$ cat config.mk
export PLATFORM = sky130hd
export DESIGN_NAME = axis_downsizer_flat
export DESIGN_NICKNAME = d
export VERILOG_FILES = /design/src/rtl/axis_downsizer_if.sv /design/src/rtl/axis_downsizer.sv /design/src/flat_wrapper.sv
export SDC_FILE = /design/constraint.sdc
export NUM_CORES = 1
export LEC_CHECK = 0
export BUFFER_PORTS_ARGS = -buffer_cell sky130_fd_sc_hd__buf_2
export CAP_MARGIN = 20
export CELL_PAD_IN_SITES_DETAIL_PLACEMENT = 1
export CELL_PAD_IN_SITES_GLOBAL_PLACEMENT = 1
export CORE_ASPECT_RATIO = 1.2
export CORE_UTILIZATION = 43
export DETAILED_ROUTE_END_ITERATION = 10
export GPL_TIMING_DRIVEN = 0
export PLACE_DENSITY = 0.77
export SYNTH_ARGS = -nofsm -noshare
export SYNTH_HDL_FRONTEND = slang
export SYNTH_SLANG_ARGS = --single-unit
$ cat constraint.sdc
create_clock -name aclk -period 2.6 [get_ports aclk]
set_input_delay 0.26 -clock aclk [delete_from_list [all_inputs] [get_ports aclk]]
set_output_delay 0.26 -clock aclk [all_outputs]
set_load 0.02 [all_outputs]
$ cat src/rtl/axis_downsizer_if.sv
// Stream bundle for the wide-to-narrow converter: the wide input side (s_axis_*)
// and the narrow output side (m_axis_*), each with a modport for the converter and one for its neighbour.
interface axis_downsizer_if #(
  parameter int DATA_WIDTH   = 8,
  parameter int DATA_RATIO   = 8,
  parameter int S_DATA_WIDTH = DATA_RATIO * DATA_WIDTH,
  parameter int M_DATA_WIDTH = DATA_WIDTH
);
  logic [S_DATA_WIDTH-1:0] s_axis_tdata;
  logic [DATA_RATIO-1:0]   s_axis_tkeep;
  logic                    s_axis_tvalid;
  logic                    s_axis_tlast;
  logic                    s_axis_tready;
  logic [M_DATA_WIDTH-1:0] m_axis_tdata;
  logic                    m_axis_tvalid;
  logic                    m_axis_tlast;
  logic                    m_axis_tready;

  // Converter view: consumes wide words, produces narrow beats.
  modport slave (
    input  s_axis_tdata, s_axis_tkeep, s_axis_tvalid, s_axis_tlast, m_axis_tready,
    output s_axis_tready, m_axis_tdata, m_axis_tvalid, m_axis_tlast
  );

  // Neighbour view: feeds wide words, sinks narrow beats.
  modport master (
    output s_axis_tdata, s_axis_tkeep, s_axis_tvalid, s_axis_tlast, m_axis_tready,
    input  s_axis_tready, m_axis_tdata, m_axis_tvalid, m_axis_tlast
  );
endinterface

$ cat src/rtl/axis_downsizer.sv
// Wide -> narrow AXI-Stream converter: one wide word becomes eidx+1 narrow beats,
// slot 0 first, where eidx is the highest set bit of the captured tkeep.
module axis_downsizer #(
  parameter int DATA_WIDTH   = 8,
  parameter int DATA_RATIO   = 8,
  parameter int S_DATA_WIDTH = DATA_RATIO * DATA_WIDTH,
  parameter int M_DATA_WIDTH = DATA_WIDTH
) (
  input  logic             aclk,
  input  logic             aresetn,
  axis_downsizer_if.slave  bus
);
  localparam int IW = (DATA_RATIO > 1) ? $clog2(DATA_RATIO) : 1;

  logic [DATA_RATIO-1:0][DATA_WIDTH-1:0] data_q, data_d;
  logic                                  last_q, last_d;
  logic                                  full_q, full_d;
  logic [IW-1:0]                         idx_q, idx_d;
  logic [IW-1:0]                         eidx_q, eidx_d;
  logic [IW-1:0]                         keep_eidx;
  logic [S_DATA_WIDTH-1:0]               s_word;
  logic                                  on_end, accept, m_hs;

  assign s_word = bus.s_axis_tdata;

  // Only the top set keep bit matters; holes are emitted, all-zero keep means slot 0.
  always_comb begin
    keep_eidx = '0;
    for (int k = 0; k < DATA_RATIO; k++)
      if (bus.s_axis_tkeep[k]) keep_eidx = IW'(k);
  end

  assign on_end = (idx_q == eidx_q);
  // Combinational through m_axis_tready so the next word lands on the last beat's handshake.
  assign bus.s_axis_tready = !full_q | (bus.m_axis_tready & on_end);
  assign accept            = bus.s_axis_tvalid & bus.s_axis_tready;
  assign m_hs              = full_q & bus.m_axis_tready;

  assign bus.m_axis_tvalid = full_q;
  assign bus.m_axis_tdata  = M_DATA_WIDTH'(data_q[idx_q]);
  assign bus.m_axis_tlast  = full_q & last_q & on_end;

  always_comb begin
    data_d = data_q;
    last_d = last_q;
    full_d = full_q;
    idx_d  = idx_q;
    eidx_d = eidx_q;
    if (m_hs) begin
      if (!on_end) idx_d  = idx_q + 1'b1;
      else         full_d = 1'b0;
    end
    // A reload on the final slot overrides the drain-to-empty above.
    if (accept) begin
      data_d = s_word;
      last_d = bus.s_axis_tlast;
      eidx_d = keep_eidx;
      idx_d  = '0;
      full_d = 1'b1;
    end
  end

  always_ff @(posedge aclk or negedge aresetn) begin
    if (!aresetn) begin
      data_q <= '0;
      last_q <= 1'b0;
      full_q <= 1'b0;
      idx_q  <= '0;
      eidx_q <= '0;
    end else begin
      data_q <= data_d;
      last_q <= last_d;
      full_q <= full_d;
      idx_q  <= idx_d;
      eidx_q <= eidx_d;
    end
  end
endmodule

$ cat src/flat_wrapper.sv
// flat-port wrapper written by rule: the top's interface ports become plain ports
module axis_downsizer_flat 
#(
  parameter int DATA_WIDTH   = 8,
  parameter int DATA_RATIO   = 8,
  parameter int S_DATA_WIDTH = DATA_RATIO * DATA_WIDTH,
  parameter int M_DATA_WIDTH = DATA_WIDTH
)
  (aclk, aresetn, bus_s_axis_tdata, bus_s_axis_tkeep, bus_s_axis_tvalid, bus_s_axis_tlast, bus_m_axis_tready, bus_s_axis_tready, bus_m_axis_tdata, bus_m_axis_tvalid, bus_m_axis_tlast);
  axis_downsizer_if #(.DATA_WIDTH(DATA_WIDTH), .DATA_RATIO(DATA_RATIO), .S_DATA_WIDTH(S_DATA_WIDTH), .M_DATA_WIDTH(M_DATA_WIDTH)) bus_i ();
  input  logic aclk;
  input  logic aresetn;
  input wire logic [$bits(bus_i.s_axis_tdata)-1:0] bus_s_axis_tdata;
  input wire logic [$bits(bus_i.s_axis_tkeep)-1:0] bus_s_axis_tkeep;
  input wire logic [$bits(bus_i.s_axis_tvalid)-1:0] bus_s_axis_tvalid;
  input wire logic [$bits(bus_i.s_axis_tlast)-1:0] bus_s_axis_tlast;
  input wire logic [$bits(bus_i.m_axis_tready)-1:0] bus_m_axis_tready;
  output wire logic [$bits(bus_i.s_axis_tready)-1:0] bus_s_axis_tready;
  output wire logic [$bits(bus_i.m_axis_tdata)-1:0] bus_m_axis_tdata;
  output wire logic [$bits(bus_i.m_axis_tvalid)-1:0] bus_m_axis_tvalid;
  output wire logic [$bits(bus_i.m_axis_tlast)-1:0] bus_m_axis_tlast;
  assign bus_i.s_axis_tdata = bus_s_axis_tdata;
  assign bus_i.s_axis_tkeep = bus_s_axis_tkeep;
  assign bus_i.s_axis_tvalid = bus_s_axis_tvalid;
  assign bus_i.s_axis_tlast = bus_s_axis_tlast;
  assign bus_i.m_axis_tready = bus_m_axis_tready;
  assign bus_s_axis_tready = bus_i.s_axis_tready;
  assign bus_m_axis_tdata = bus_i.m_axis_tdata;
  assign bus_m_axis_tvalid = bus_i.m_axis_tvalid;
  assign bus_m_axis_tlast = bus_i.m_axis_tlast;
  axis_downsizer #(.DATA_WIDTH(DATA_WIDTH), .DATA_RATIO(DATA_RATIO), .S_DATA_WIDTH(S_DATA_WIDTH), .M_DATA_WIDTH(M_DATA_WIDTH)) u_core (.aclk(aclk), .aresetn(aresetn), .bus(bus_i));
endmodule
==> impl_metrics.ini, run 1 <==
[run_status]
run_status = completed

[layout]
design_area_mm2 = 0.00422
drive_above_1_share_pct = 63.0
nFillCells = 784
layout.cells.most_common = sky130_fd_sc_hd__buf_2
post_layout_instance_count_excluding_filler_cells = 411
layout.nets = 392
synthToLayoutAreaGrowth_pct = 24.8
mostFrequentLayoutCells = sky130_fd_sc_hd__buf_2 (85), sky130_fd_sc_hd__dfrtp_1 (72), sky130_fd_sc_hd__mux2_2 (68)
diodes_inserted = 0

[die]
dieHeight_um = 99.1
floorplan.initialDensity_pct = 44.1
die_area_mm2 = 0.00822
floorplan.rows = 35
placeableCoreArea_mm2 = 0.00766
die_w_um = 82.9
num_io_pins = 88

[setup_path]
ff2ff_setup_slack_ns = 0.27
crit_path_dat_ns = 2.11
reg2regPathDepth = 5
classification_of_the_worst_setup_path = flip-flop to primary output
worst-endpoint-required_ns = 2.34
critPathCaptureType = primary output
critical-path-slowest-cell = sky130_fd_sc_hd__mux4_2
critical_path.reg2reg.startpoint = u_core.idx_q[1]$_DFFE_PN0P_
critical_path.cell_chain = buf_6 > mux4_2 > mux2_2 > buf_2
critPathLaunchType = flip-flop
r2r_end = u_core.data_q[5]$_DFFE_PN0P_
timing.critical_path.slowest_cell_delay_ns = 0.59
crit_path_max_fanout = 19

[global_route]
grt_pass1_vias = 2513
groute.usage.overall_pct = 21.0
overflow = 0
antenna_violations_before_repair = 0
grt_pass1_wl_mm = 13.0
grt_start_max_net_pins = 61

[min_path]
worst_hold_path.num_cells = 2
worst_hold_path_type = primary input to flip-flop
timing.hold.worst.start = bus_s_axis_tdata[3]
timing.hold.worst_endpoint = u_core.data_q[3]$_DFFE_PN0P_

[synthesis]
largest_family_of_logic_cells_by_synthesized_area = multiplexers
synth_simple_gate_area_share_pct = 2.96
netlist_top_cells_area = sky130_fd_sc_hd__dfrtp_1 (53%), sky130_fd_sc_hd__mux2_2 (23%), sky130_fd_sc_hd__mux4_2 (11%)
post_synth.cell_area_avg_um2 = 15.7
synthesis.instances = 216
seq_area_frac_synth_pct = 53.3
postSynthRegisterBits = 72
post_synth_xor_area_fraction_pct = 0.999
mappedNetlistNets = 294
synth_compound_gate_area_share_pct = 3.77
count_of_different_cell_masters_after_synthesis = 30
syn_area_mm2 = 0.00338
synth_top_cell_area_share_pct = 53.3
synth-edff-count = 0
synth_ff_type = sky130_fd_sc_hd__dfrtp_1
synth_top_area_cell = sky130_fd_sc_hd__dfrtp_1
synth_fa_ha_area_share_pct = 0.370
synth_async_sr_flop_share_pct = 100
synth-warning-count = 0
synth.area.mux_share_pct = 35.0

[route]
drt_iter0_drc = 71
vias = 2215
wl_mm = 7.80
wl_per_cell_um = 19.0
route.detailed.drc = 0
detail_route.first_pass.iterations = 4
post_drt_via_cell_ratio = 5.39
antenna_left = 0

[cts]
h_tree_lvls = 3
root_buffer_selected_by_cts = sky130_fd_sc_hd__clkbuf_8
post_cts_setup_buffer_count = 0
clock_tree_from_tritoncts = built
cts-root-to-sink-buffers = 2
cts-buffers-inserted = 9
numClockSinks = 72
clk-insertion-delay-late_ns = 0.35
cts.reportedPaths.clkPinSlew_ns = 0.09

[placement]
detailedPlacementHpwl_mm = 5.70
gp_routability_congestion = 0.823
dp_cells = 395
placement.io_buffers = 86
dpl-instance-area_mm2 = 0.00396

[sta]
slew_worst_pin_ns = 0.813
clock_skew_ns = 0.0134
timing.max_slew.rel_slack_pct = 45.6
rsz_0062_raised_after_global_routing = false
final_max_slew_viol_count = 0
worst_hold_slack_ns = 0.125
hold_viol = 0
finalSetupTns_ns = 0
final_count_of_negative_setup_slack_endpoints = 0
fin_crit_ns = 2.37
final_min_period_over_clock_period_pct = 91.2
maximum_clock_rate_ghz = 0.422

[power]
max-vdd-ir-drop_uv = 655
report.power.total_w = 0.00556
power_leakage_nw = 1.92
pwr_density_cell_mw_per_mm2 = 1320

[job]
max_cap_viol_count = 0
registers in the layout, summed over array words and instances (netlist names):
signal and count:
u_core.bus.m_axis_tvalid 1, u_core.eidx_q 3, u_core.data_q 64, u_core.last_q 1, u_core.idx_q 3
Yosys cell counts, drive strengths merged (2+ instances only):
cell type / n
nor3: 2
mux4: 16
nor2: 6
a21oi: 2
a21o: 3
inv: 3
mux2: 73
a31oi: 2
dfrtp: 72
buf: 10
nand2: 4
nand3b: 2
xor2: 3
clkbuf: 3
nand3: 2
o21ai: 2
cell type report:
class | count | area [µm²] | share of cell area, %
Sequential cell | 72 | 1800 | 42.7
Multi-Input combinational cell | 128 | 1460 | 34.6
Timing Repair Buffer | 88 | 470 | 11.2
Clock buffer | 9 | 124 | 2.94
Clock inverter | 7 | 120 | 2.85
Tap cell | 92 | 115 | 2.73
Buffer | 12 | 114 | 2.70
Inverter | 3 | 11.3 | 0.267
what timing repair did:
item | in CTS | in global routing
endpoints found under the hold margin | 12 | 0
endpoints found under the setup margin | 7 | 5
hold buffers | 1 | 0
gates resized for setup | 4 | 1
worst max-delay path: cells and delay by family, from the launching register on:
family	cells	cell delay, ns
DFF	1	0.42
muxes	2	0.88
buffers and inverters	2	0.45
cell families after synthesis:
group                      Yosys count
AOI/OAI and AO/OA                   15
xor gates and xnor gates             3
adders and majority gates            1
buffers and inverters               16
DFF                                 72
muxes                               89
and+or+nand+nor                     20
power breakdown:
group          internal, W  switching, W  total, W
Sequential         0.00168      0.000289   0.00197
Combinational      0.00139       0.00110   0.00249
Clock             0.000639      0.000454   0.00109
Total              0.00371       0.00185   0.00556
per-stage QoR:
step / worst slack [ns] / util [%]
6_report: 0.230 / 55.0
5_1_grt: 0.126 / 55.0
4_1_cts: 0.0353 / 55.1
3_5_place_dp: 0.105 / 51.6
3_3_place_gp: 0.128 / 51.2
2_1_floorplan: 0.561 / -
worst max-delay path by stage:
stage / start / to / slack [ns] / cells after the start
after floorplan: u_core.idx_q[0]$_DFFE_PN0P_ / bus_m_axis_tdata[0] / 0.56 / 4
after global placement: u_core.idx_q[0]$_DFFE_PN0P_ / bus_m_axis_tdata[1] / 0.13 / 5
after detailed placement: u_core.idx_q[0]$_DFFE_PN0P_ / bus_m_axis_tdata[1] / 0.11 / 5
after CTS: u_core.idx_q[0]$_DFFE_PN0P_ / bus_m_axis_tdata[1] / 0.04 / 5
after global routing: u_core.idx_q[0]$_DFFE_PN0P_ / bus_m_axis_tdata[1] / 0.13 / 4
final: u_core.idx_q[0]$_DFFE_PN0P_ / bus_m_axis_tdata[1] / 0.23 / 4
per-layer routing:
layer | vias up | track usage (%) | wire (µm)
li1 | 997 | - | -
met1 | 1156 | 25.6 | 3190
met2 | 51 | 36.5 | 4170
met3 | 11 | 4.98 | 272
met4 | 0 | 7.82 | 167
met5 | - | 0 | 0
Note: power is estimated with default switching activity, not from simulation.
==> run 2: changes to the inputs <==
--- a/config.mk
+++ b/config.mk
@@ -14,6 +14,7 @@
 export DETAILED_ROUTE_END_ITERATION = 10
 export GPL_TIMING_DRIVEN = 0
 export PLACE_DENSITY = 0.77
+export RECOVER_POWER = 25
 export SYNTH_ARGS = -nofsm -noshare
 export SYNTH_HDL_FRONTEND = slang
 export SYNTH_SLANG_ARGS = --single-unit
==> run 2 against run 1 <==
Combinational power barely moved. Global-route usage did not move. Wire length barely moved. Critical endpoint unchanged. Largest power group unchanged.
==> impl_metrics.ini, run 2 (synthesis results as in run 1) <==
[layout]
layout_top_registers = u_core.data_q x64, u_core.eidx_q x3, u_core.idx_q x3
layout_utilization_pct = 54.7
mostFrequentLayoutCells = sky130_fd_sc_hd__buf_2 (85), sky130_fd_sc_hd__dfrtp_1 (72), sky130_fd_sc_hd__mux2_2 (68)
register_with_the_most_flip_flops = u_core.data_q
layout.nets = 392
layout.cells.most_common = sky130_fd_sc_hd__buf_2
nFillCells = 788
drive_above_1_share_pct = 62.7
diodes_inserted = 0
largest_register_ff_count = 64
synthToLayoutAreaGrowth_pct = 24.1

[min_path]
worst_hold_path_type = primary input to flip-flop
timing.hold.worst_endpoint = u_core.data_q[3]$_DFFE_PN0P_
timing.hold.worst.start = bus_s_axis_tdata[3]
worst_hold_path.num_cells = 2

[placement]
detailedPlacementHpwl_mm = 5.70
placement.io_buffers = 86
gp_routability_congestion = 0.823

[power]
power_frac_seq_pct = 35.5
intPower_w = 0.00371
max-vdd-ir-drop_uv = 655
pwr_density_cell_mw_per_mm2 = 1320
psw_w = 0.00184
power.clock.fraction_pct = 19.7
power_frac_comb_pct = 44.8
power_leakage_nw = 1.91
netSwitchingFraction_pct = 33.2

[cts]
post_cts_setup_buffer_count = 0
cts-buffers-inserted = 9
h_tree_lvls = 3
clock_tree_from_tritoncts = built
cts-root-to-sink-buffers = 2
clk-insertion-delay-late_ns = 0.35
cts.reportedPaths.clkPinSlew_ns = 0.09
root_buffer_selected_by_cts = sky130_fd_sc_hd__clkbuf_8
numClockSinks = 72

[global_route]
grt_pass1_vias = 2513
grt_start_max_net_pins = 61
antenna_violations_before_repair = 0
groute.usage.overall_pct = 21.0
grt_pass1_wl_mm = 13.0
overflow = 0

[route]
drt_iter0_drc = 71
post_drt_via_cell_ratio = 5.39
wl_mm = 7.80
vias = 2214
route.detailed.drc = 0
antenna_left = 0
wl_per_cell_um = 19.0
detail_route.first_pass.iterations = 4

[setup_path]
classification_of_the_worst_setup_path = flip-flop to primary output
reg2regPathDepth = 5
r2r_end = u_core.data_q[5]$_DFFE_PN0P_
crit_path_dat_ns = 2.11
crit_path_max_fanout = 19
critPathLaunchType = flip-flop
critical_path.reg2reg.startpoint = u_core.idx_q[1]$_DFFE_PN0P_
critPathCaptureType = primary output
ff2ff_setup_slack_ns = 0.27
worst-endpoint-required_ns = 2.34

[die]
floorplan.rows = 35
die_w_um = 82.9
dieHeight_um = 99.1
placeableCoreArea_mm2 = 0.00766
die_area_mm2 = 0.00822
num_io_pins = 88
floorplan.initialDensity_pct = 44.1

[sta]
final_max_slew_viol_count = 0
clock_skew_ns = 0.0134
slew_worst_pin_ns = 0.827
final_count_of_negative_setup_slack_endpoints = 0
hold_viol = 0
finalSetupTns_ns = 0
maximum_clock_rate_ghz = 0.422
final_min_period_over_clock_period_pct = 91.2
fin_crit_ns = 2.37
timing.max_slew.rel_slack_pct = 44.9
rsz_0062_raised_after_global_routing = false

[job]
max_cap_viol_count = 0

[run_status]
run_status = completed
[run 2: changes by cell type in the layout (fill, tap and decap cells not counted), sizes merged]
cell,previous run,this run
buf,96,94
clkbuf,12,14
[run 2: worst max path at each step]
stage | startpoint | end | slack (ns) | depth (start not counted)
CTS | u_core.idx_q[0]$_DFFE_PN0P_ | bus_m_axis_tdata[1] | 0.04 | 5
global placement | u_core.idx_q[0]$_DFFE_PN0P_ | bus_m_axis_tdata[1] | 0.13 | 5
floorplan | u_core.idx_q[0]$_DFFE_PN0P_ | bus_m_axis_tdata[0] | 0.56 | 4
detailed placement | u_core.idx_q[0]$_DFFE_PN0P_ | bus_m_axis_tdata[1] | 0.11 | 5
global route | u_core.idx_q[0]$_DFFE_PN0P_ | bus_m_axis_tdata[1] | 0.13 | 4
finish | u_core.idx_q[0]$_DFFE_PN0P_ | bus_m_axis_tdata[1] | 0.23 | 4
[run 2: per-stage QoR]
step                      hold WS, ns  cells  total power [W]  setup WS (ns)  instance area, µm²
after floorplan               -0.0356    216          0.00382          0.561                3380
after global placement          0.468    394          0.00440          0.128                3930
after detailed placement        0.128    395          0.00452          0.105                3960
after CTS                       0.116    412          0.00564         0.0353                4220
after global routing            0.116    411          0.00591          0.126                4190
final                           0.125    411          0.00555          0.230                4190
[run 2: power groups by stage]
| stage | Combinational [W] | Clock, W | Sequential, W |
|---|---|---|---|
| 6_report | 0.00249 | 0.00109 | 0.00197 |
| 5_1_grt | 0.00271 | 0.00115 | 0.00205 |
| 4_1_cts | 0.00255 | 0.00111 | 0.00198 |
| 3_5_place_dp | 0.00253 | 0 | 0.00200 |
| 3_3_place_gp | 0.00244 | 0 | 0.00196 |
| 2_1_floorplan | 0.00192 | 0 | 0.00189 |
[run 2: per-layer routing]
metal	wire [µm]	GRT usage [%]	up-vias
met5	0	0	-
met2	4170	36.5	51
li1	-	-	996
met4	167	7.82	0
met1	3190	25.6	1156
met3	272	4.98	11
[run 2: cell type report]
type                            instances  area (µm²)  area share, %
Sequential cell                        72        1800           43.0
Buffer                                 12         114           2.71
Multi-Input combinational cell        128        1460           34.8
Inverter                                3        11.3          0.268
Clock inverter                          7         120           2.86
Timing Repair Buffer                   88         447           10.7
Clock buffer                            9         124           2.95
Tap cell                               92         115           2.74
[run 2: repair_timing]
item | in CTS | in global routing
gates resized for setup | 4 | 1
hold buffers | 1 | 0
hold endpoints to repair | 12 | 0
setup endpoints to repair | 7 | 5
[run 2: critical path, stage by stage, from the launching register on]
cell	delay, ns
sky130_fd_sc_hd__dfrtp_1	0.42
sky130_fd_sc_hd__buf_6	0.29
sky130_fd_sc_hd__mux4_2	0.59
sky130_fd_sc_hd__mux2_2	0.29
sky130_fd_sc_hd__buf_2	0.16
==> run 3: changes to the inputs <==
--- a/config.mk
+++ b/config.mk
@@ -10,10 +10,10 @@
 export CELL_PAD_IN_SITES_DETAIL_PLACEMENT = 1
 export CELL_PAD_IN_SITES_GLOBAL_PLACEMENT = 1
 export CORE_ASPECT_RATIO = 1.2
-export CORE_UTILIZATION = 43
+export CORE_UTILIZATION = 40
 export DETAILED_ROUTE_END_ITERATION = 10
 export GPL_TIMING_DRIVEN = 0
-export PLACE_DENSITY = 0.77
+export PLACE_DENSITY = 0.72
 export RECOVER_POWER = 25
 export SYNTH_ARGS = -nofsm -noshare
 export SYNTH_HDL_FRONTEND = slang
==> run 3 against run 2 <==
The flow now finishes with violations (capacitance limit, slew limit). Via count decreased by 1.3%. Fmax shrank 3.0%. Clock-buffer cell count grew 4. Non-clock buffer count did not move. Wire length is 4.5% lower. Core utilization down 3.5 points. Critical path depth rose by 1. Clock skew down 0.0045 ns. Power down 5.0%. Combinational power is essentially flat. Largest power group unchanged.
==> impl_metrics.ini, run 3 (synthesis results as in run 1) <==
[layout]
largest_register_ff_count = 64
multi_input_comb_area_mm2 = 0.00146
nFillCells = 848
layout.nets = 392
layout_utilization_pct = 51.2
diodes_inserted = 0
layout.cells.most_common = sky130_fd_sc_hd__buf_2
drive_above_1_share_pct = 62.3
register_with_the_most_flip_flops = u_core.data_q
synthToLayoutAreaGrowth_pct = 23.5
layout_top_registers = u_core.data_q x64, u_core.eidx_q x3, u_core.idx_q x3
mostFrequentLayoutCells = sky130_fd_sc_hd__buf_2 (85), sky130_fd_sc_hd__dfrtp_1 (72), sky130_fd_sc_hd__mux2_2 (68)
final-seq-area_mm2 = 0.00180

[sta]
final_count_of_negative_setup_slack_endpoints = 0
fin_crit_ns = 2.44
clock_skew_ns = 0.00893
timing.max_slew.rel_slack_pct = -21.8
final_min_period_over_clock_period_pct = 94.0
slew_worst_pin_ns = 1.83
hold_viol = 0
maximum_clock_rate_ghz = 0.409
finalSetupTns_ns = 0
final_max_slew_viol_count = 33
rsz_0062_raised_after_global_routing = false

[cts]
numClockSinks = 72
root_buffer_selected_by_cts = sky130_fd_sc_hd__clkbuf_8
clock_tree_from_tritoncts = built
cts-buffers-inserted = 9
clk-insertion-delay-late_ns = 0.34
h_tree_lvls = 3
post_cts_setup_buffer_count = 0
cts-root-to-sink-buffers = 2
cts.reportedPaths.clkPinSlew_ns = 0.07

[global_route]
overflow = 0
groute.usage.overall_pct = 19.0
antenna_violations_before_repair = 0
grt_pass1_wl_mm = 12.3
grt_pass1_vias = 2424
grt_start_max_net_pins = 41

[route]
post_drt_via_cell_ratio = 5.08
detail_route.first_pass.iterations = 4
route.detailed.drc = 0
vias = 2185
drt_iter0_drc = 96
antenna_left = 0
wl_per_cell_um = 17.3
wl_mm = 7.44

[setup_path]
crit_path_dat_ns = 2.18
worst-endpoint-required_ns = 2.34
crit_path_max_fanout = 10
critPathLaunchType = flip-flop
critPathCaptureType = primary output
classification_of_the_worst_setup_path = flip-flop to primary output

[placement]
detailedPlacementHpwl_mm = 5.65
placement.io_buffers = 86
gp_routability_congestion = 0.740

[run_status]
run_status = finished, violations left
violated_checks = capacitance limit, slew limit

[die]
floorplan.initialDensity_pct = 41.5
placeableCoreArea_mm2 = 0.00815
floorplan.rows = 36
die_area_mm2 = 0.00883
num_io_pins = 88
die_w_um = 85.9
dieHeight_um = 103

[min_path]
worst_hold_path_type = primary input to flip-flop

[power]
max-vdd-ir-drop_uv = 614
pwr_density_cell_mw_per_mm2 = 1260
report.power.total_w = 0.00527
power_leakage_nw = 1.89

[job]
max_cap_viol_count = 1
[run 3: report_power, final]
group	internal [W]	leakage, nW	switching, W
registers	0.00169	0.854	0.000286
logic	0.00140	0.943	0.00108
clock network	0.000436	0.0935	0.000383
total	0.00352	1.89	0.00175
[run 3: layout make-up]
| cell class | count | share of cell area, % |
|---|---|---|
| Tap cell | 114 | 3.42 |
| Buffer | 12 | 2.88 |
| Clock buffer | 13 | 4.29 |
| Multi-Input combinational cell | 128 | 35.0 |
| Timing Repair Buffer | 88 | 11.0 |
| Sequential cell | 72 | 43.2 |
| Inverter | 3 | 0.270 |
[run 3: path summary, 6_finish.rpt]
| kind | startpoint | to | slack [ns] | cells after the start |
|---|---|---|---|---|
| worst min-delay path | bus_s_axis_tdata[33] | u_core.data_q[33]$_DFFE_PN0P_ | 0.14 | 2 |
| max in group asynchronous | aresetn | u_core.data_q[15]$_DFFE_PN0P_ | 0.59 | 2 |
| min in group asynchronous | aresetn | u_core.data_q[8]$_DFFE_PN0P_ | 0.95 | 2 |
| worst max-delay path | u_core.idx_q[0]$_DFFE_PN0P_ | bus_m_axis_tdata[1] | 0.16 | 5 |
| worst min register to register | u_core.data_q[35]$_DFFE_PN0P_ | u_core.data_q[35]$_DFFE_PN0P_ | 0.49 | 1 |
| worst max register to register | u_core.idx_q[1]$_DFFE_PN0P_ | u_core.data_q[44]$_DFFE_PN0P_ | 0.24 | 5 |
[run 3: what timing repair did]
action | 4_1_cts | 5_1_grt
gates cloned | 0 | 0
gates resized for setup | 3 | 2
setup endpoints to repair | 7 | 8
hold endpoints to repair | 32 | 0
hold buffers | 1 | 0
[run 3: stage by stage]
| step | worst slack (ns) | instances | instance area [µm²] | hold WS [ns] |
|---|---|---|---|---|
| after global placement | 0.101 | 416 | 3950 | 0.463 |
| final | 0.155 | 430 | 4180 | 0.139 |
| after CTS | 0.0444 | 430 | 4170 | 0.130 |
| after floorplan | 0.561 | 216 | 3380 | -0.0356 |
| after global routing | 0.0171 | 430 | 4180 | 0.125 |
| after detailed placement | 0.0903 | 417 | 3980 | 0.236 |
[run 3: routing by layer]
| metal | global-route usage, % | part of all wire, % | vias up |
|---|---|---|---|
| li1 | - | - | 995 |
| met3 | 3.84 | 4.3 | 13 |
| met4 | 7.69 | 2.0 | 0 |
| met5 | 0 | 0 | - |
| met2 | 32.2 | 52 | 57 |
| met1 | 24.1 | 42 | 1120 |
[run 3: critical path, stage by stage (launching register included)]
cell and delay, ns:
sky130_fd_sc_hd__dfrtp_1 0.42, sky130_fd_sc_hd__buf_6 0.22, sky130_fd_sc_hd__buf_6 0.21, sky130_fd_sc_hd__mux4_2 0.53
sky130_fd_sc_hd__mux2_2 0.29, sky130_fd_sc_hd__buf_2 0.16
